`config.mk`:
```
export PLATFORM = sky130hd
export DESIGN_NAME = datagram_receiver
export DESIGN_NICKNAME = d
export VERILOG_FILES = /design/src/rtl/datagram_receiver.sv
export SDC_FILE = /design/constraint.sdc
export NUM_CORES = 2
export LEC_CHECK = 0
export ABC_AREA = 1
export CORE_ASPECT_RATIO = 1.5
export CORE_MARGIN = 1.5
export CORE_UTILIZATION = 50
export DETAILED_ROUTE_END_ITERATION = 10
export GPL_ROUTABILITY_DRIVEN = 0
export PLACE_DENSITY = 0.7
export SLEW_MARGIN = 20
export SYNTH_ARGS = -nofsm -noshare
export SYNTH_HDL_FRONTEND = slang
export SYNTH_SLANG_ARGS = --single-unit
export TNS_END_PERCENT = 10
```
`constraint.sdc`:
```
create_clock -name clk -period 64.5 [get_ports clk]
set_input_delay 6.45 -clock clk [delete_from_list [all_inputs] [get_ports clk]]
set_output_delay 6.45 -clock clk [all_outputs]
set_load 0.03 [all_outputs]
```
`src/rtl/datagram_receiver.sv`:
```
// rtl/datagram_receiver.sv - sync-byte framed datagram receiver, committed on display frame_sync.
// Optional XOR checksum byte after the payload: define DATAGRAM_CHECKSUM_EN.
module datagram_receiver #(
   parameter int          MSG_WIDTH      = 256,
   parameter logic [7:0]  SYNC_BYTE      = 8'hA5,
   parameter int          TIMEOUT_CYCLES = 1000
) (
   input  logic                 clk,
   input  logic                 rst,
   input  logic [7:0]           rx_byte,
   input  logic                 rx_valid,
   input  logic                 frame_sync,
   output logic [MSG_WIDTH-1:0] datagram,
   output logic                 datagram_valid,
   output logic                 commit,
   output logic                 frame_err
);

   localparam int NBYTES = (MSG_WIDTH + 7) / 8;
   localparam int IDX_W  = (NBYTES > 1) ? $clog2(NBYTES) : 1;
   localparam int GAP_W  = $clog2(TIMEOUT_CYCLES + 1);
   localparam logic [IDX_W-1:0] LAST_IDX  = IDX_W'(NBYTES - 1);
   localparam logic [GAP_W-1:0] GAP_LIMIT = GAP_W'(TIMEOUT_CYCLES - 1);
   localparam logic [GAP_W-1:0] GAP_SAT   = GAP_W'(TIMEOUT_CYCLES);

   typedef enum logic [1:0] {
      HUNT    = 2'd0,
      PAYLOAD = 2'd1
`ifdef DATAGRAM_CHECKSUM_EN
      , CHECK = 2'd2
`endif
   } state_t;

   state_t                 state;
   logic [IDX_W-1:0]       idx;
   logic [GAP_W-1:0]       gap;
   logic [NBYTES*8-1:0]    asm_buf;
   logic [MSG_WIDTH-1:0]   pend_buf;
   logic                   pending;
   logic                   accept_q;
`ifdef DATAGRAM_CHECKSUM_EN
   logic [7:0]             csum;
`endif

   // Current idle cycle is the TIMEOUT_CYCLES-th since the last byte of an open frame.
   logic timeout;
   assign timeout = (state != HUNT) && !rx_valid && (gap >= GAP_LIMIT);

   always_ff @(posedge clk or posedge rst) begin
      if (rst) begin
         state          <= HUNT;
         idx            <= '0;
         gap            <= '0;
         asm_buf        <= '0;
         pend_buf       <= '0;
         pending        <= 1'b0;
         accept_q       <= 1'b0;
         datagram       <= '0;
         datagram_valid <= 1'b0;
         commit         <= 1'b0;
         frame_err      <= 1'b0;
`ifdef DATAGRAM_CHECKSUM_EN
         csum           <= 8'h00;
`endif
      end else begin
         commit    <= 1'b0;
         frame_err <= 1'b0;
         accept_q  <= 1'b0;

         // Only a frame pending before this edge may commit; a same-cycle acceptance waits.
         if (frame_sync && pending) begin
            datagram       <= pend_buf;
            datagram_valid <= 1'b1;
            commit         <= 1'b1;
            pending        <= 1'b0;
         end
         if (accept_q) begin
            pend_buf <= asm_buf[MSG_WIDTH-1:0];
            pending  <= 1'b1;
         end

         if (timeout) begin
            state     <= HUNT;
            idx       <= '0;
            gap       <= '0;
            frame_err <= 1'b1;
         end else begin
            if (rx_valid || state == HUNT)
               gap <= '0;
            else if (gap != GAP_SAT)
               gap <= gap + 1'b1;

            case (state)
               HUNT: begin
                  idx <= '0;
                  if (rx_valid && rx_byte == SYNC_BYTE)
                     state <= PAYLOAD;
               end
               PAYLOAD: begin
                  if (rx_valid) begin
                     asm_buf[idx*8 +: 8] <= rx_byte;
`ifdef DATAGRAM_CHECKSUM_EN
                     csum <= (idx == '0) ? rx_byte : (csum ^ rx_byte);
`endif
                     if (idx == LAST_IDX) begin
                        idx <= '0;
`ifdef DATAGRAM_CHECKSUM_EN
                        state <= CHECK;
`else
                        state    <= HUNT;
                        accept_q <= 1'b1;
`endif
                     end else begin
                        idx <= idx + 1'b1;
                     end
                  end
               end
`ifdef DATAGRAM_CHECKSUM_EN
               CHECK: begin
                  if (rx_valid) begin
                     state <= HUNT;
                     if (rx_byte == csum)
                        accept_q <= 1'b1;
                     else
                        frame_err <= 1'b1;
                  end
               end
`endif
               default: state <= HUNT;
            endcase
         end
      end
   end

endmodule
```
==> flow_summary.toml <==
[cts]
cts_resized = 0
root_buffer = "clkbuf_16"
cts.path.max_buffers = 3
insertion_delay_ns = 0.61
clkSlewWorstSetupHoldPaths_ns = 0.06
numClockSinks = 789
cts_tree = "built"
cts_setup_buffers = 0
ctsHoldBuffers = 0
htreeDepth = 3
cts_buffers = 71

[sta]
grt_setup_unrepaired = "no"
worst_slew_pin_slew_ns = 1.29
final-max-slew-violation-count = 0
fin_crit_ns = 9.61
finalSetupViolCount = 0
maxSlewHeadroom_pct = 13.9
finClkSkew_ns = 0.0143
post-route-period-util_pct = 14.9
fin_setup_tns_ns = 0
final_hold_viol_count = 0
fmax_ghz = 0.104

[die]
core_mm2 = 0.0632
die_w_um = 209
start_util_pct = 50.5
ioPinCount = 271
rows = 113
fp.dieH_um = 312
die-area_mm2 = 0.0653

[hold_path]
hp-class = "reg2reg"
holdPathStages = 2

[logic_synthesis]
ys_ff_latch = 789
ys.flop_type = "dfrtp_1"
yosys_warnings = 0
avgSynthCellArea_um2 = 8.93
synthDistinctLibCells = 33
synth_edf_count = 0
syn_nets = 3591
ys_seq_area_share_pct = 61.9
syn_inst = 3573
syn-cell-area_mm2 = 0.0319
synthArstFlopShare_pct = 100

[worst_setup_path]
cp.depth = 5
critPathKind = "in2async"
cp-start-kind = "input pin"
cp_max_fo = 158
crit_chain = "clkdlybuf4s50_1 > inv_8 > buf_12 > buf_4 > buf_4"
ff2ff_path_depth = 9
required_ns = 65.11
worstPathArrival_ns = 10.22
cp-end-kind = "async pin"
critical_path_buf_inv_count = 5
crit_path_frequent_cell = "buf_4"
crit_slowest_cell = "buf_4"
rrSetupSlack_ns = 60.19
cp_top_family = "buffers and inverters"
critPathMaxStageDelay_ns = 0.86

[route]
wl_met3_um = 4230
drt-pass1-iter-count = 7
avgRoutedWirePerCell_um = 18.1
wl_um = 82700
drt-met1-wl_um = 34000
maxUsedRoutingLayer = "met4"
remaining_drc_errors = 0
initialDrtViolationCount = 2107
ant_nets = 0
vias_per_cell = 5.27
wl_met2_um = 40200
vias = 24100

[status]
outcome = "finished clean"

[pwr]
power.density_mw_per_mm2 = 25.4
leakagePower_nw = 17.0
vdd_drop_max_mv = 0.0214

[flow_run]
maxCapViolCount = 0

[placed_design]
place_area_mm2 = 0.0349
port_buffers = 270
detailed_place_hpwl_um = 56300

[finish]
fin_area_mm2 = 0.0373
nets = 3743
final_common_cell = "nand2_1"
drive_above_1_share_pct = 4.93
area_growth_pct = 16.8
final_cell_mix = "1,035 x nand2_1, 788 x dfrtp_1, 584 x o21ai_0, 303 x inv_1, 270 x clkdlybuf4s50_1"

[global_route]
grt_pass1_wl_um = 131000
grt_pass1_vias = 23300
grt_max_degree = 159
grt_util_all_layers_pct = 25.7
antenna_found_initial = 1
overflow = 0
cell families (layout without fill, tap and decap cells):
logic type | Yosys count | count (layout) | share of synthesized area [%]
compound gates | 655 | 655 | 10.3
xor+xnor | 2 | 2 | 0.0549
fa+ha+maj | 6 | 6 | 0.235
buf+inv | 533 | 731 | 6.57
flops | 789 | 789 | 61.9
other cells | 0 | 1 | 0
simple gates | 1588 | 1588 | 21.0
tightest hold or removal path, delay by kind of cell, from the launching register on:
| family | cells | cell delay [ns] |
|---|---|---|
| compound gates | 1 | 0.06 |
| flops | 1 | 0.34 |
| simple gates | 1 | 0.04 |
sequential cells by signal, summed over array words and instances (netlist names):
| name | cells |
|---|---|
| gap | 10 |
| pend_buf | 256 |
| datagram_valid | 1 |
| datagram | 256 |
| commit | 1 |
| state | 1 |
| pending | 1 |
| asm_buf | 256 |
| accept_q | 1 |
| idx | 5 |
| frame_err | 1 |
cells in the mapped netlist, types with 4 or more instances:
library cell  count  share of area (%)
nor2_4            9               0.32
o21ai_1          56               0.88
buf_6             5               0.18
nand4_4           4               0.27
nand3_1         205                3.2
buf_2            35               0.55
buf_1            12               0.14
nor3_2           11               0.35
nor3_1           30               0.47
nand4_1          56                1.1
dfrtp_1         789                 62
clkbuf_1        159                1.9
inv_1           305                3.6
nor2_1          222                2.6
a21oi_1          13               0.20
ha_1              6               0.24
inv_2            11               0.13
nand2_1        1037                 12
o21ai_0         584                9.2
layout make-up:
class / instances / area (um^2)
multi-input combinational: 2251 / 10100
antenna: 1 / 2.50
timing repair buffer: 293 / 2890
inverter: 319 / 1210
fill: 5531 / 25900
clock inverter: 16 / 195
sequential: 789 / 19700
clock buffer: 103 / 2110
tap: 805 / 1010
routing by layer:
metal / global-route usage [%] / vias to the layer above
met1: 33.2 / 11600
li1: - / 11700
met5: 0 / -
met3: 3.97 / 217
met2: 42.5 / 662
met4: 12.8 / 0
stage by stage:
step	setup WS (ns)	util [%]	hold slack, ns	cells	power, mW
2_1_floorplan	35.90	-	0.444	3573	0.527
3_3_place_gp	54.16	55.3	0.453	4457	0.532
3_5_place_dp	54.13	55.3	0.458	4457	0.533
4_1_cts	54.79	58.9	0.471	4576	0.956
5_1_grt	54.30	59.0	0.500	4576	0.979
6_report	54.89	59.0	0.470	4577	0.948
final timing paths:
check                              from            end
hold / removal             asm_buf[110]  pend_buf[110]
max in group clk               rx_valid   asm_buf[122]
setup / recovery                    rst   asm_buf[249]
hold reg to reg            asm_buf[110]  pend_buf[110]
min in group asynchronous           rst  datagram[205]
setup reg to reg                 idx[0]     asm_buf[4]
power breakdown:
group	switching (mW)	internal, mW	total [mW]
sequential	0.00137	0.497	0.498
clock	0.182	0.243	0.425
combinational	0.0215	0.00346	0.0249
Power figures use the tool's default switching activity.
